`config.mk`:
```
export PLATFORM = sky130hd
export DESIGN_NAME = vsalu_seq_flat
export DESIGN_NICKNAME = d
export VERILOG_FILES = /design/src/rtl/vsalu_seq_pkg.sv /design/src/rtl/vsalu_seq_if.sv /design/src/rtl/vsalu_seq_div.sv /design/src/rtl/vsalu_seq.sv /design/src/flat_wrapper.sv
export SDC_FILE = /design/constraint.sdc
export NUM_CORES = 1
export LEC_CHECK = 0
export ABC_AREA = 1
export BUFFER_PORTS_ARGS = -buffer_cell sky130_fd_sc_hd__buf_2
export CAP_MARGIN = 10
export CORE_ASPECT_RATIO = 0.7
export CORE_MARGIN = 8
export CORE_UTILIZATION = 45
export CTS_CLUSTER_DIAMETER = 150
export DETAILED_ROUTE_END_ITERATION = 8
export GPL_ROUTABILITY_DRIVEN = 0
export PLACE_DENSITY = 0.69
export SLEW_MARGIN = 10
export SYNTH_ARGS = -nofsm -noshare
export SYNTH_HDL_FRONTEND = slang
export SYNTH_HIERARCHICAL = 1
export SYNTH_SLANG_ARGS = --single-unit
```
`constraint.sdc`:
```
create_clock -name clk -period 1.74 [get_ports clk]
set_clock_uncertainty 0.1 [all_clocks]
set_input_delay 0.087 -clock clk [delete_from_list [all_inputs] [get_ports clk]]
set_output_delay 0.087 -clock clk [all_outputs]
set_load 0.01 [all_outputs]
```
`src/rtl/vsalu_seq_pkg.sv`:
```
// vsalu_seq_pkg: opcode encodings and FSM state encodings shared by the
// vsalu_seq top level, its divider and its interface.
package vsalu_seq_pkg;

  localparam int unsigned OPCODE_W = 4;
  localparam int unsigned STATE_W  = 2;

  localparam logic [OPCODE_W-1:0] OP_ADD  = 4'h0;
  localparam logic [OPCODE_W-1:0] OP_SUB  = 4'h1;
  localparam logic [OPCODE_W-1:0] OP_MUL  = 4'h2;
  localparam logic [OPCODE_W-1:0] OP_DIV  = 4'h3;
  localparam logic [OPCODE_W-1:0] OP_NOT  = 4'h4;
  localparam logic [OPCODE_W-1:0] OP_AND  = 4'h5;
  localparam logic [OPCODE_W-1:0] OP_OR   = 4'h6;
  localparam logic [OPCODE_W-1:0] OP_NAND = 4'h7;
  localparam logic [OPCODE_W-1:0] OP_NOR  = 4'h8;
  localparam logic [OPCODE_W-1:0] OP_XOR  = 4'h9;
  localparam logic [OPCODE_W-1:0] OP_SHL  = 4'hA;
  localparam logic [OPCODE_W-1:0] OP_SHR  = 4'hB;
  localparam logic [OPCODE_W-1:0] OP_LAST = 4'hB;

  localparam logic [STATE_W-1:0] S_IDLE = 2'd0;
  localparam logic [STATE_W-1:0] S_DIV  = 2'd1;
  localparam logic [STATE_W-1:0] S_DONE = 2'd2;

endpackage

```
`src/rtl/vsalu_seq_if.sv`:
```
// vsalu_seq_if: request/result handshake bundle for vsalu_seq.
//   master: operation source and result consumer (drives requests, out_ready)
//   slave : the ALU (drives in_ready, result, result_hi, flags, out_valid)
interface vsalu_seq_if
  import vsalu_seq_pkg::*;
#(
  parameter int unsigned WIDTH = 8
);

  logic                in_valid;
  logic                in_ready;
  logic [OPCODE_W-1:0] opcode;
  logic [WIDTH-1:0]    opa;
  logic [WIDTH-1:0]    opb;
  logic                out_valid;
  logic                out_ready;
  logic [WIDTH-1:0]    result;
  logic [WIDTH-1:0]    result_hi;
  logic                flag_z;
  logic                flag_c;
  logic                flag_v;
  logic                flag_err;

  modport master (
    output in_valid, opcode, opa, opb, out_ready,
    input  in_ready, out_valid, result, result_hi,
    input  flag_z, flag_c, flag_v, flag_err
  );

  modport slave (
    input  in_valid, opcode, opa, opb, out_ready,
    output in_ready, out_valid, result, result_hi,
    output flag_z, flag_c, flag_v, flag_err
  );

endinterface

```
`src/rtl/vsalu_seq_div.sv`:
```
// vsalu_div: iterative restoring unsigned divider, one quotient bit per
// cycle, MSB first. A start pulse loads the operands; WIDTH iteration cycles
// follow, then o_done_c is high for one cycle while the results are valid.
//   i_start      : load operands and begin (divisor must be non-zero)
//   i_dividend   : dividend
//   i_divisor    : divisor
//   o_busy       : division in progress (including the done cycle)
//   o_done_c     : quotient/remainder valid this cycle
//   o_quotient   : quotient
//   o_remainder  : remainder
module vsalu_div #(
  parameter int unsigned WIDTH = 8
) (
  input  logic             clk,
  input  logic             rst_n,
  input  logic             i_start,
  input  logic [WIDTH-1:0] i_dividend,
  input  logic [WIDTH-1:0] i_divisor,
  output logic             o_busy,
  output logic             o_done_c,
  output logic [WIDTH-1:0] o_quotient,
  output logic [WIDTH-1:0] o_remainder
);

  localparam int unsigned CNT_W = $clog2(WIDTH + 1);

  logic [CNT_W-1:0] r_cnt;
  logic             r_busy;
  logic [WIDTH:0]   r_rem;
  logic [WIDTH-1:0] r_quot;
  logic [WIDTH-1:0] r_dvs;

  logic [WIDTH:0]   w_shift;
  logic [WIDTH:0]   w_trial;
  logic             w_qbit;

  // Quotient register doubles as the dividend shift register.
  always_comb begin
    w_shift = (WIDTH + 1)'({r_rem, r_quot[WIDTH-1]});
    w_trial = w_shift - {1'b0, r_dvs};
    // Trial subtraction went negative exactly when the top bit is set.
    w_qbit  = ~w_trial[WIDTH];
  end

  always_ff @(posedge clk or negedge rst_n) begin
    if (!rst_n) begin
      r_cnt  <= '0;
      r_busy <= 1'b0;
      r_rem  <= '0;
      r_quot <= '0;
      r_dvs  <= '0;
    end else if (i_start) begin
      r_cnt  <= CNT_W'(WIDTH);
      r_busy <= 1'b1;
      r_rem  <= '0;
      r_quot <= i_dividend;
      r_dvs  <= i_divisor;
    end else if (r_busy) begin
      if (r_cnt != '0) begin
        r_cnt  <= r_cnt - CNT_W'(1);
        r_rem  <= w_qbit ? w_trial : w_shift;
        r_quot <= {r_quot[WIDTH-2:0], w_qbit};
      end else begin
        r_busy <= 1'b0;
      end
    end
  end

  assign o_busy      = r_busy;
  assign o_done_c    = r_busy && (r_cnt == '0);
  assign o_quotient  = r_quot;
  assign o_remainder = r_rem[WIDTH-1:0];

endmodule

```
`src/rtl/vsalu_seq.sv`:
```
// vsalu_seq: registered ALU with valid/ready request and result handshakes.
// Single-cycle ops register their result on the accept edge; DIV with a
// non-zero divisor runs on vsalu_div and registers its result afterwards.
//   clk, rst_n : clock, asynchronous active-low reset
//   bus        : slave side of vsalu_seq_if (request, result, flags)
module vsalu_seq
  import vsalu_seq_pkg::*;
#(
  parameter int unsigned WIDTH = 8
) (
  input  logic       clk,
  input  logic       rst_n,
  vsalu_seq_if.slave bus
);

  logic [STATE_W-1:0] r_state;
  logic [STATE_W-1:0] w_state_nxt;

  logic               w_in_ready;
  logic               w_accept;
  logic               w_div_go;
  logic               w_start_div;
  logic               w_load_alu;
  logic               w_load_div;

  logic [WIDTH:0]     w_sum;
  logic [WIDTH:0]     w_diff;
  logic [2*WIDTH-1:0] w_prod;
  logic [WIDTH-1:0]   w_alu_res;
  logic [WIDTH-1:0]   w_alu_hi;
  logic               w_alu_c;
  logic               w_alu_v;
  logic               w_alu_err;

  logic               w_div_busy;
  logic               w_div_done;
  logic [WIDTH-1:0]   w_div_q;
  logic [WIDTH-1:0]   w_div_r;

  logic               r_out_valid;
  logic [WIDTH-1:0]   r_result;
  logic [WIDTH-1:0]   r_result_hi;
  logic               r_flag_z;
  logic               r_flag_c;
  logic               r_flag_v;
  logic               r_flag_err;

  // A result slot frees up in the same cycle the consumer takes it.
  assign w_in_ready = !w_div_busy &&
                      ((r_state == S_IDLE) || ((r_state == S_DONE) && bus.out_ready));
  assign w_accept   = bus.in_valid && w_in_ready;
  // Divide by zero bypasses the divider and completes like a single-cycle op.
  assign w_div_go   = (bus.opcode == OP_DIV) && (bus.opb != '0);

  vsalu_div #(.WIDTH(WIDTH)) u_div (
    .clk         (clk),
    .rst_n       (rst_n),
    .i_start     (w_start_div),
    .i_dividend  (bus.opa),
    .i_divisor   (bus.opb),
    .o_busy      (w_div_busy),
    .o_done_c    (w_div_done),
    .o_quotient  (w_div_q),
    .o_remainder (w_div_r)
  );

  // Single-cycle datapath and flags.
  always_comb begin
    w_sum     = {1'b0, bus.opa} + {1'b0, bus.opb};
    w_diff    = {1'b0, bus.opa} - {1'b0, bus.opb};
    w_prod    = (2*WIDTH)'(bus.opa) * (2*WIDTH)'(bus.opb);
    w_alu_res = '0;
    w_alu_hi  = '0;
    w_alu_c   = 1'b0;
    w_alu_v   = 1'b0;
    w_alu_err = 1'b0;
    case (bus.opcode)
      OP_ADD: begin
        w_alu_res = w_sum[WIDTH-1:0];
        w_alu_c   = w_sum[WIDTH];
        w_alu_v   = (bus.opa[WIDTH-1] == bus.opb[WIDTH-1]) &&
                    (w_sum[WIDTH-1] != bus.opa[WIDTH-1]);
      end
      OP_SUB: begin
        w_alu_res = w_diff[WIDTH-1:0];
        w_alu_c   = w_diff[WIDTH];
        w_alu_v   = (bus.opa[WIDTH-1] != bus.opb[WIDTH-1]) &&
                    (w_diff[WIDTH-1] != bus.opa[WIDTH-1]);
      end
      OP_MUL: begin
        w_alu_res = w_prod[WIDTH-1:0];
        w_alu_hi  = w_prod[2*WIDTH-1:WIDTH];
      end
      OP_DIV: begin
        // Only reaches the output registers when the divisor is zero.
        w_alu_res = '1;
        w_alu_hi  = bus.opa;
        w_alu_err = 1'b1;
      end
      OP_NOT:  w_alu_res = ~bus.opa;
      OP_AND:  w_alu_res = bus.opa & bus.opb;
      OP_OR:   w_alu_res = bus.opa | bus.opb;
      OP_NAND: w_alu_res = ~(bus.opa & bus.opb);
      OP_NOR:  w_alu_res = ~(bus.opa | bus.opb);
      OP_XOR:  w_alu_res = bus.opa ^ bus.opb;
      OP_SHL: begin
        w_alu_res = {bus.opa[WIDTH-2:0], 1'b0};
        w_alu_c   = bus.opa[WIDTH-1];
      end
      OP_SHR: begin
        w_alu_res = {1'b0, bus.opa[WIDTH-1:1]};
        w_alu_c   = bus.opa[0];
      end
      default: w_alu_err = 1'b1;
    endcase
  end

  // FSM state register.
  always_ff @(posedge clk or negedge rst_n) begin
    if (!rst_n) r_state <= S_IDLE;
    else        r_state <= w_state_nxt;
  end

  // FSM next state and result-load strobes.
  always_comb begin
    w_state_nxt = r_state;
    w_start_div = 1'b0;
    w_load_alu  = 1'b0;
    w_load_div  = 1'b0;
    case (r_state)
      S_IDLE, S_DONE: begin
        if (w_accept) begin
          if (w_div_go) begin
            w_state_nxt = S_DIV;
            w_start_div = 1'b1;
          end else begin
            w_state_nxt = S_DONE;
            w_load_alu  = 1'b1;
          end
        end else if ((r_state == S_DONE) && bus.out_ready) begin
          w_state_nxt = S_IDLE;
        end
      end
      S_DIV: begin
        if (w_div_done) begin
          w_state_nxt = S_DONE;
          w_load_div  = 1'b1;
        end
      end
      default: w_state_nxt = S_IDLE;
    endcase
  end

  // Output registers; they only move on an accept or a divide completion.
  always_ff @(posedge clk or negedge rst_n) begin
    if (!rst_n) begin
      r_out_valid <= 1'b0;
      r_result    <= '0;
      r_result_hi <= '0;
      r_flag_z    <= 1'b0;
      r_flag_c    <= 1'b0;
      r_flag_v    <= 1'b0;
      r_flag_err  <= 1'b0;
    end else begin
      r_out_valid <= (w_state_nxt == S_DONE);
      if (w_load_alu) begin
        r_result    <= w_alu_res;
        r_result_hi <= w_alu_hi;
        r_flag_z    <= (w_alu_res == '0);
        r_flag_c    <= w_alu_c;
        r_flag_v    <= w_alu_v;
        r_flag_err  <= w_alu_err;
      end else if (w_load_div) begin
        r_result    <= w_div_q;
        r_result_hi <= w_div_r;
        r_flag_z    <= (w_div_q == '0);
        r_flag_c    <= 1'b0;
        r_flag_v    <= 1'b0;
        r_flag_err  <= 1'b0;
      end
    end
  end

  assign bus.in_ready  = w_in_ready;
  assign bus.out_valid = r_out_valid;
  assign bus.result    = r_result;
  assign bus.result_hi = r_result_hi;
  assign bus.flag_z    = r_flag_z;
  assign bus.flag_c    = r_flag_c;
  assign bus.flag_v    = r_flag_v;
  assign bus.flag_err  = r_flag_err;

endmodule

```
`src/flat_wrapper.sv`:
```
// flat-port wrapper written by rule: the top's interface ports become plain ports
module vsalu_seq_flat import vsalu_seq_pkg::*;
#(
  parameter int unsigned WIDTH = 8
)
  (clk, rst_n, bus_in_valid, bus_opcode, bus_opa, bus_opb, bus_out_ready, bus_in_ready, bus_out_valid, bus_result, bus_result_hi, bus_flag_z, bus_flag_c, bus_flag_v, bus_flag_err);
  vsalu_seq_if #(.WIDTH(WIDTH)) bus_i ();
  input  logic clk;
  input  logic rst_n;
  input wire logic [$bits(bus_i.in_valid)-1:0] bus_in_valid;
  input wire logic [$bits(bus_i.opcode)-1:0] bus_opcode;
  input wire logic [$bits(bus_i.opa)-1:0] bus_opa;
  input wire logic [$bits(bus_i.opb)-1:0] bus_opb;
  input wire logic [$bits(bus_i.out_ready)-1:0] bus_out_ready;
  output wire logic [$bits(bus_i.in_ready)-1:0] bus_in_ready;
  output wire logic [$bits(bus_i.out_valid)-1:0] bus_out_valid;
  output wire logic [$bits(bus_i.result)-1:0] bus_result;
  output wire logic [$bits(bus_i.result_hi)-1:0] bus_result_hi;
  output wire logic [$bits(bus_i.flag_z)-1:0] bus_flag_z;
  output wire logic [$bits(bus_i.flag_c)-1:0] bus_flag_c;
  output wire logic [$bits(bus_i.flag_v)-1:0] bus_flag_v;
  output wire logic [$bits(bus_i.flag_err)-1:0] bus_flag_err;
  assign bus_i.in_valid = bus_in_valid;
  assign bus_i.opcode = bus_opcode;
  assign bus_i.opa = bus_opa;
  assign bus_i.opb = bus_opb;
  assign bus_i.out_ready = bus_out_ready;
  assign bus_in_ready = bus_i.in_ready;
  assign bus_out_valid = bus_i.out_valid;
  assign bus_result = bus_i.result;
  assign bus_result_hi = bus_i.result_hi;
  assign bus_flag_z = bus_i.flag_z;
  assign bus_flag_c = bus_i.flag_c;
  assign bus_flag_v = bus_i.flag_v;
  assign bus_flag_err = bus_i.flag_err;
  vsalu_seq #(.WIDTH(WIDTH)) u_core (.clk(clk), .rst_n(rst_n), .bus(bus_i));
endmodule
```
==> Word level (Yosys, flattened, before mapping) <==
Cells that the tools add are included.
{ "word_totals": {"out_inout_bits": 22, "elab_cells": 106, "latch_bits": 0, "inputBits": 24, "reg_bits": 52, "ramBits": 0, "mem_count": 0, "rom_bits": 0} }
{ "op_classes": {"n_addsub": 4, "bitwise": 7, "n_lt_le_gt_ge": 0, "shifts": 0, "mul": 1, "div": 0, "eq_ne": 18, "mux": 41, "n_reduce_logical": 22} }
{ "op_table": {"columns": ["operator", "n"], "rows": [
  ["$pmux W8 S12", 1],
  ["$mux W8", 11],
  ["$not A8 Y8", 3],
  ["$mux W1", 18],
  ["$eq A4 B3 Y1 const B", 4],
  ["$eq A4 B4 Y1 const B", 4],
  ["$logic_not A8 Y1", 2],
  ["$mul A8 B8 Y16", 1],
  ["$pmux W8 S2", 1],
  ["$mux W4", 3],
  ["$reduce_or A11 Y1", 1],
  ["$add A8 B8 Y9", 1],
  ["$sub A8 B8 Y9", 1],
  ["$sub A9 B8 Y9", 1],
  ["$and A8 B8 Y8", 1],
  ["$eq A4 B2 Y1 const B", 2],
  ["$logic_not A4 Y1", 2],
  ["$mux W2", 4],
  ["$or A8 B8 Y8", 1],
  ["$reduce_bool A8 Y1", 1],
  ["$xor A8 B8 Y8", 1],
  ["$logic_and A1 B1 Y1", 7],
  ["$reduce_bool A2 Y1", 3],
  ["$eq A2 B2 Y1 const B", 2],
  ["15 further kinds", 17]
]} }

==> Logic depth before layout (Yosys ltp) <==
{ "depth": {"ltp_word": 9, "mapped_depth": 23, "mapped_depth_nobuf": 22} }

==> Cells and area by module <==
Netlist, hierarchy kept.
{ "by_module_without_submodules": {"columns": ["module", "area_each_um2", "n_inst", "seq_area_each_um2", "cells_each"], "rows": [
  ["vsalu_seq", 5094.9, 1, 575.6, 830],
  ["vsalu_div", 1838.0, 1, 725.7, 237]
]} }

==> Worst setup path after synthesis <==
Ideal clock, no wire load.
{ "synth_timing": {"kind": "input -> register", "start": "input bus_opb[7]", "end": "register u_core.r_result_hi[4] (netlist: u_core/bus.result_hi[4])", "required_time_ps": 1524, "path_buffers": 1, "stages": 21, "setup_time_ps": 116, "t_arrival_ps": 3829, "setup_slack_ps": -2305, "path_cell_list": "clkbuf_1 -> nand2_1 -> fa_1 -> fa_1 -> inv_1 -> fa_1 -> inv_1 -> fa_1 -> inv_1 -> ha_1 -> nand2_1 -> inv_1 -> a21oi_1 -> o21ai_0 -> nand3_1 -> nand2_1 -> nand2_1 -> nand3_1 -> nand2_1 -> nand2_1 -> nand2_1"} }
{ "synth_between": {"elab_chain_cells": 6, "elab_cells_between_ends": 9, "cone_classes": "mul: 1; mux: 5; reduce/logical: 3"} }
{ "synth_lines": {"columns": ["element", "line_no", "source"], "rows": [
  ["start: declaration", "flat_wrapper.sv:13", "input wire logic [$bits(bus_i.opb)-1:0] bus_opb;"],
  ["parallel branches: the longest is 6 deep, another holds $mul A8 B8 Y16", null, null],
  ["end signal: assignment", "vsalu_seq.sv:168", "r_result_hi <= w_alu_hi;"],
  ["end signal: assignment", "vsalu_seq.sv:175", "r_result_hi <= w_div_r;"],
  ["end: declaration", "vsalu_seq.sv:42", "logic [WIDTH-1:0] r_result_hi;"]
]} }
Parallel ways; which one is timed is not known.
A chain may end at the register's enable or synchronous reset.

==> Final worst setup path <==
{ "layout_timing": {"start": "input bus_opa[2]", "end": "register u_core.r_flag_z (netlist: u_core/bus.flag_z)"} }
{ "layout_between": {"elab_chain_cells": 5, "elab_cells_between_ends": 12, "cone_classes": "add/sub: 2; mul: 1; mux: 2; bitwise: 6; reduce/logical: 1"} }
{ "layout_lines": {"columns": ["element", "line_no", "source"], "rows": [
  ["start: declaration", "flat_wrapper.sv:12", "input wire logic [$bits(bus_i.opa)-1:0] bus_opa;"],
  ["parallel branches: the longest is 2 deep, another holds $mul A8 B8 Y16", null, null],
  ["$pmux W8 S12 (*)", "vsalu_seq.sv:77", "case (bus.opcode)"],
  ["$logic_not A8 Y1 (*)", "vsalu_seq.sv:169", "r_flag_z <= (w_alu_res == '0);"],
  ["$mux W1 (*)", "vsalu_seq.sv:166", "if (w_load_alu) begin"],
  ["end signal: assignment", "vsalu_seq.sv:169", null],
  ["end signal: assignment", "vsalu_seq.sv:176", "r_flag_z <= (w_div_q == '0);"],
  ["end: declaration", "vsalu_seq.sv:43", "logic r_flag_z;"]
]} }
Mark *: on every way between the ends.

==> qor.yml <==
worst_setup_path:
  rrSetupSlack_ns: -0.31
  cp.depth: 22
  timing.critical_path.mode_cell: "inv_2"
  r2r_end: "u_core/u_div/r_rem[3]$_DFFE_PN0P_"
  max_stage_delay_ns: 0.54
  r2r.worst_path.cells: 12
  crit_path_top_delay_cell: "fa_1"
  path_buf_inv: 9
  arrival_ns: 3.69
  critPathKind: "in -> reg"
  crit_chain: "buf_12 -> buf_8 -> nand2_2 -> inv_2 -> fa_2 -> fa_1 -> inv_1 -> fa_1 -> fa_1 -> inv_2 -> ha_4 -> buf_4 -> buf_6 -> inv_2 -> nand3_2 -> nand3_2 -> nand2_2 -> inv_2 -> nand3_2 -> nor2_4 -> nand4_1 -> a21oi_1"
  cp-end-kind: "flip-flop"
  crit_family: "adder cells"
  cp_max_fo: 5
  timing.rr.start: "u_core/u_div/r_dvs[0]$_DFFE_PN0P_"
  cp.required_ns: 1.87
  startpoint_type: "input port"
logic_synthesis:
  synth_top_family_by_area: "simple AND/OR/NAND/NOR gates"
  synth_xor_area_share_pct: 1.01
  synth.distinct_cells: 43
  synth_compound_area_share_pct: 7.92
  seq_area_frac_synth_pct: 18.8
  syn_avg_cell_area_um2: 6.50
  syn_area_mm2: 0.00693
  synth_top_area_share_pct: 18.8
  synth-adder-area-share_pct: 23.9
  syn_nets: 1200
  synthCells: 1067
  synthTopCellsByArea: "dfrtp_1 (19%), nand2_1 (18%), ha_1 (13%)"
  synthSimpleGateAreaFrac_pct: 34.2
  synth_area_leader_cell: "dfrtp_1"
  synth_seq_cells: 52
  yosys_warnings: 6
  synth.area.mux_share_pct: 0.144
pwr:
  powerDensity_mw_per_mm2: 1250
  fin_total_pwr_uw: 12900
  p_leak_uw: 0.00566
  ir_worst_vdd_uv: 1050
floorplanning:
  start_util_pct: 45.4
  dieWidth_um: 164
  core_mm2: 0.0153
  fp.dieArea_mm2: 0.0197
  boundaryPins: 46
  die_h_um: 120
  rows: 38
global_routing:
  grt_usage_pct: 24.1
  grt_max_degree: 53
  grt_pass1_wl_um: 38200
  grt_pass1_vias: 7410
  antenna_found_initial: 0
  grt.overflow.total: 0
clock_network:
  tritoncts: "yes"
  cts_root_buf: "clkbuf_16"
  clk_path_buf_depth: 2
  cts.sink_count: 52
  htree_levels: 2
  cts.clk_slew.worst_paths_ns: 0.07
  clk_latency_ns: 0.31
  cts_buffers: 5
min_path:
  worstHoldStart: "bus_opb[6]"
  worstHoldPathType: "in -> reg"
  whs_path_depth: 4
  holdPathEnd: "u_core/u_div/r_dvs[6]$_DFFE_PN0P_"
final_layout:
  final_cells: 1499
  antenna_cells: 0
  multi_input_area_mm2: 0.00560
  area_growth_pct: 48.2
  final_core_util_pct: 67.3
  design_area_mm2: 0.0103
  drive_above_1_share_pct: 36.8
  num-nets-final: 1431
  regArea_mm2: 0.00130
  num-fill-cells: 1224
drt:
  antenna_left: 0
  first_pass_iters: 7
  via_per_inst: 5.25
  drc_errors: 0
  vias: 7873
  drt-wirelength-per-cell_um: 16.8
  drt_iter0_drc: 850
  wirelength_um: 25100
place:
  place_area_mm2: 0.00880
  hpwl_um: 18200
  dp_cells: 1457
  portBuffers: 45
sta:
  period_share_pct: 205
  rsz0062_at_grt: "true"
  tightest_slew_ns: 0.673
  setup_ws_ns: -1.82
  slew_viol_final: 0
  fmax_mhz: 281
  max_slew_margin_pct: 55.0
  hold_viol: 0
  period_minus_slack_ns: 3.56
  setup_viol: 33
run:
  drv_cap: 0
status:
  violations: "negative setup slack"
  outcome: "complete, but fails checks"
## timing repair
item | 4_1_cts | 5_1_grt
resized for setup | 172 | 115
hold endpoints to repair | 54 | 0
setup buffers | 18 | 17
hold buffers | 3 | 0
cloned | 0 | 2
pin swaps | 96 | 77
setup endpoints to repair | 42 | 45
## worst max path at each step
stage | from | to
5_1_grt | bus_opa[2] | u_core/bus.flag_z$_DFFE_PN0P_
4_1_cts | bus_opa[3] | u_core/bus.flag_z$_DFFE_PN0P_
3_5_place_dp | bus_opb[2] | u_core/bus.result_hi[4]$_DFFE_PN0P_
3_3_place_gp | bus_opa[1] | u_core/bus.result_hi[3]$_DFFE_PN0P_
6_report | bus_opa[2] | u_core/bus.flag_z$_DFFE_PN0P_
2_1_floorplan | bus_opb[5] | u_core/bus.result_hi[5]$_DFFE_PN0P_
## worst min-delay path, delay by kind of cell
kind            cells  cell delay [ns]
compound gates      1             0.05
buf+inv             2             0.22
simple gates        1             0.05
## power by group
group          total [uW]  switching, uW  leakage, uW  internal [uW]
clock                1050            511    0.0000671            539
sequential           2100            356     0.000651           1740
combinational        9720           5490      0.00494           4220
## cells by family (layout without fill, tap and decap cells)
family | count (synthesis) | count (layout)
compound gates | 94 | 94
flops | 52 | 52
fa+ha+maj | 109 | 109
simple gates | 556 | 556
xor+xnor | 8 | 8
mux | 1 | 1
buf+inv | 247 | 479
## synth_stat cells
master,n
a21o_1,1
a21oi_1,29
a21oi_4,1
a22o_1,1
a22oi_1,4
a41oi_1,1
and2_1,2
buf_1,1
buf_2,12
buf_4,4
buf_6,2
clkbuf_1,11
clkinv_1,1
dfrtp_1,52
fa_1,39
ha_1,70
inv_1,209
inv_2,6
inv_4,1
mux2i_1,1
nand2_1,334
nand2_2,8
nand2_4,5
nand3_1,87
nand3_2,3
nand3_4,1
nand3b_1,6
nand4_1,13
nor2_1,89
nor2_2,1
nor2_4,2
nor3_1,4
nor4_1,1
o211ai_1,2
o21ai_0,35
o21ai_1,4
o21ai_2,1
o21bai_1,5
o221ai_1,4
o22ai_1,3
o31ai_1,3
xnor2_1,2
xor2_1,6
## state kept, by name, summed over array words and instances, names as in the netlist
| register | flops |
|---|---|
| u_core/u_div/o_quotient | 8 |
| u_core/bus.result | 8 |
| u_core/bus.flag_c | 1 |
| u_core/bus.result_hi | 8 |
| u_core/u_div/r_cnt | 4 |
| u_core/r_state | 2 |
| u_core/bus.flag_err | 1 |
| u_core/u_div/r_rem | 8 |
| u_core/bus.flag_v | 1 |
| u_core/bus.out_valid | 1 |
| u_core/u_div/o_busy | 1 |
| u_core/u_div/r_dvs | 8 |
| u_core/bus.flag_z | 1 |
## final cells by class
cell class                 count  share of cell area, %
clock buffer                   6                   1.25
clock inverter                 2                  0.158
inverter                     217                   8.22
multi-input combinational    768                   54.5
sequential                    52                   12.7
tap                          200                   2.43
timing repair buffer         254                   20.8
## stage by stage
stage          hold WS [ns]  TNS [ns]  setup WS, ns
6_report             0.0477    -25.79         -1.82
5_1_grt              0.0598    -29.36         -1.97
4_1_cts              0.0558    -24.21         -1.74
3_5_place_dp        0.00221    -40.04         -2.16
3_3_place_gp      -0.000311    -38.13         -2.20
2_1_floorplan        -0.309    -22.92         -1.89
## per-layer routing
metal	wire length [um]	track usage [%]
met1	10700	33.8
met2	11400	36.8
met3	2510	5.44
met4	480	6.17
met5	0	0
## cells in the final DEF (no fill, tap or decap), drive strengths merged, types with 4 or more instances in the layout
| cell type | netlist | final |
|---|---|---|
| nand2 | 347 | 347 |
| buf | 19 | 249 |
| inv | 216 | 216 |
| nor2 | 92 | 92 |
| nand3 | 91 | 91 |
| ha | 70 | 70 |
| dfrtp | 52 | 52 |
| o21ai | 40 | 40 |
| fa | 39 | 39 |
| a21oi | 30 | 30 |
| nand4 | 13 | 13 |
| clkbuf | 11 | 8 |
| nand3b | 6 | 6 |
| xor2 | 6 | 6 |
| o21bai | 5 | 5 |
| nor3 | 4 | 4 |
| a22oi | 4 | 4 |
| o221ai | 4 | 4 |
No activity file was read; power rests on OpenSTA's default activity.
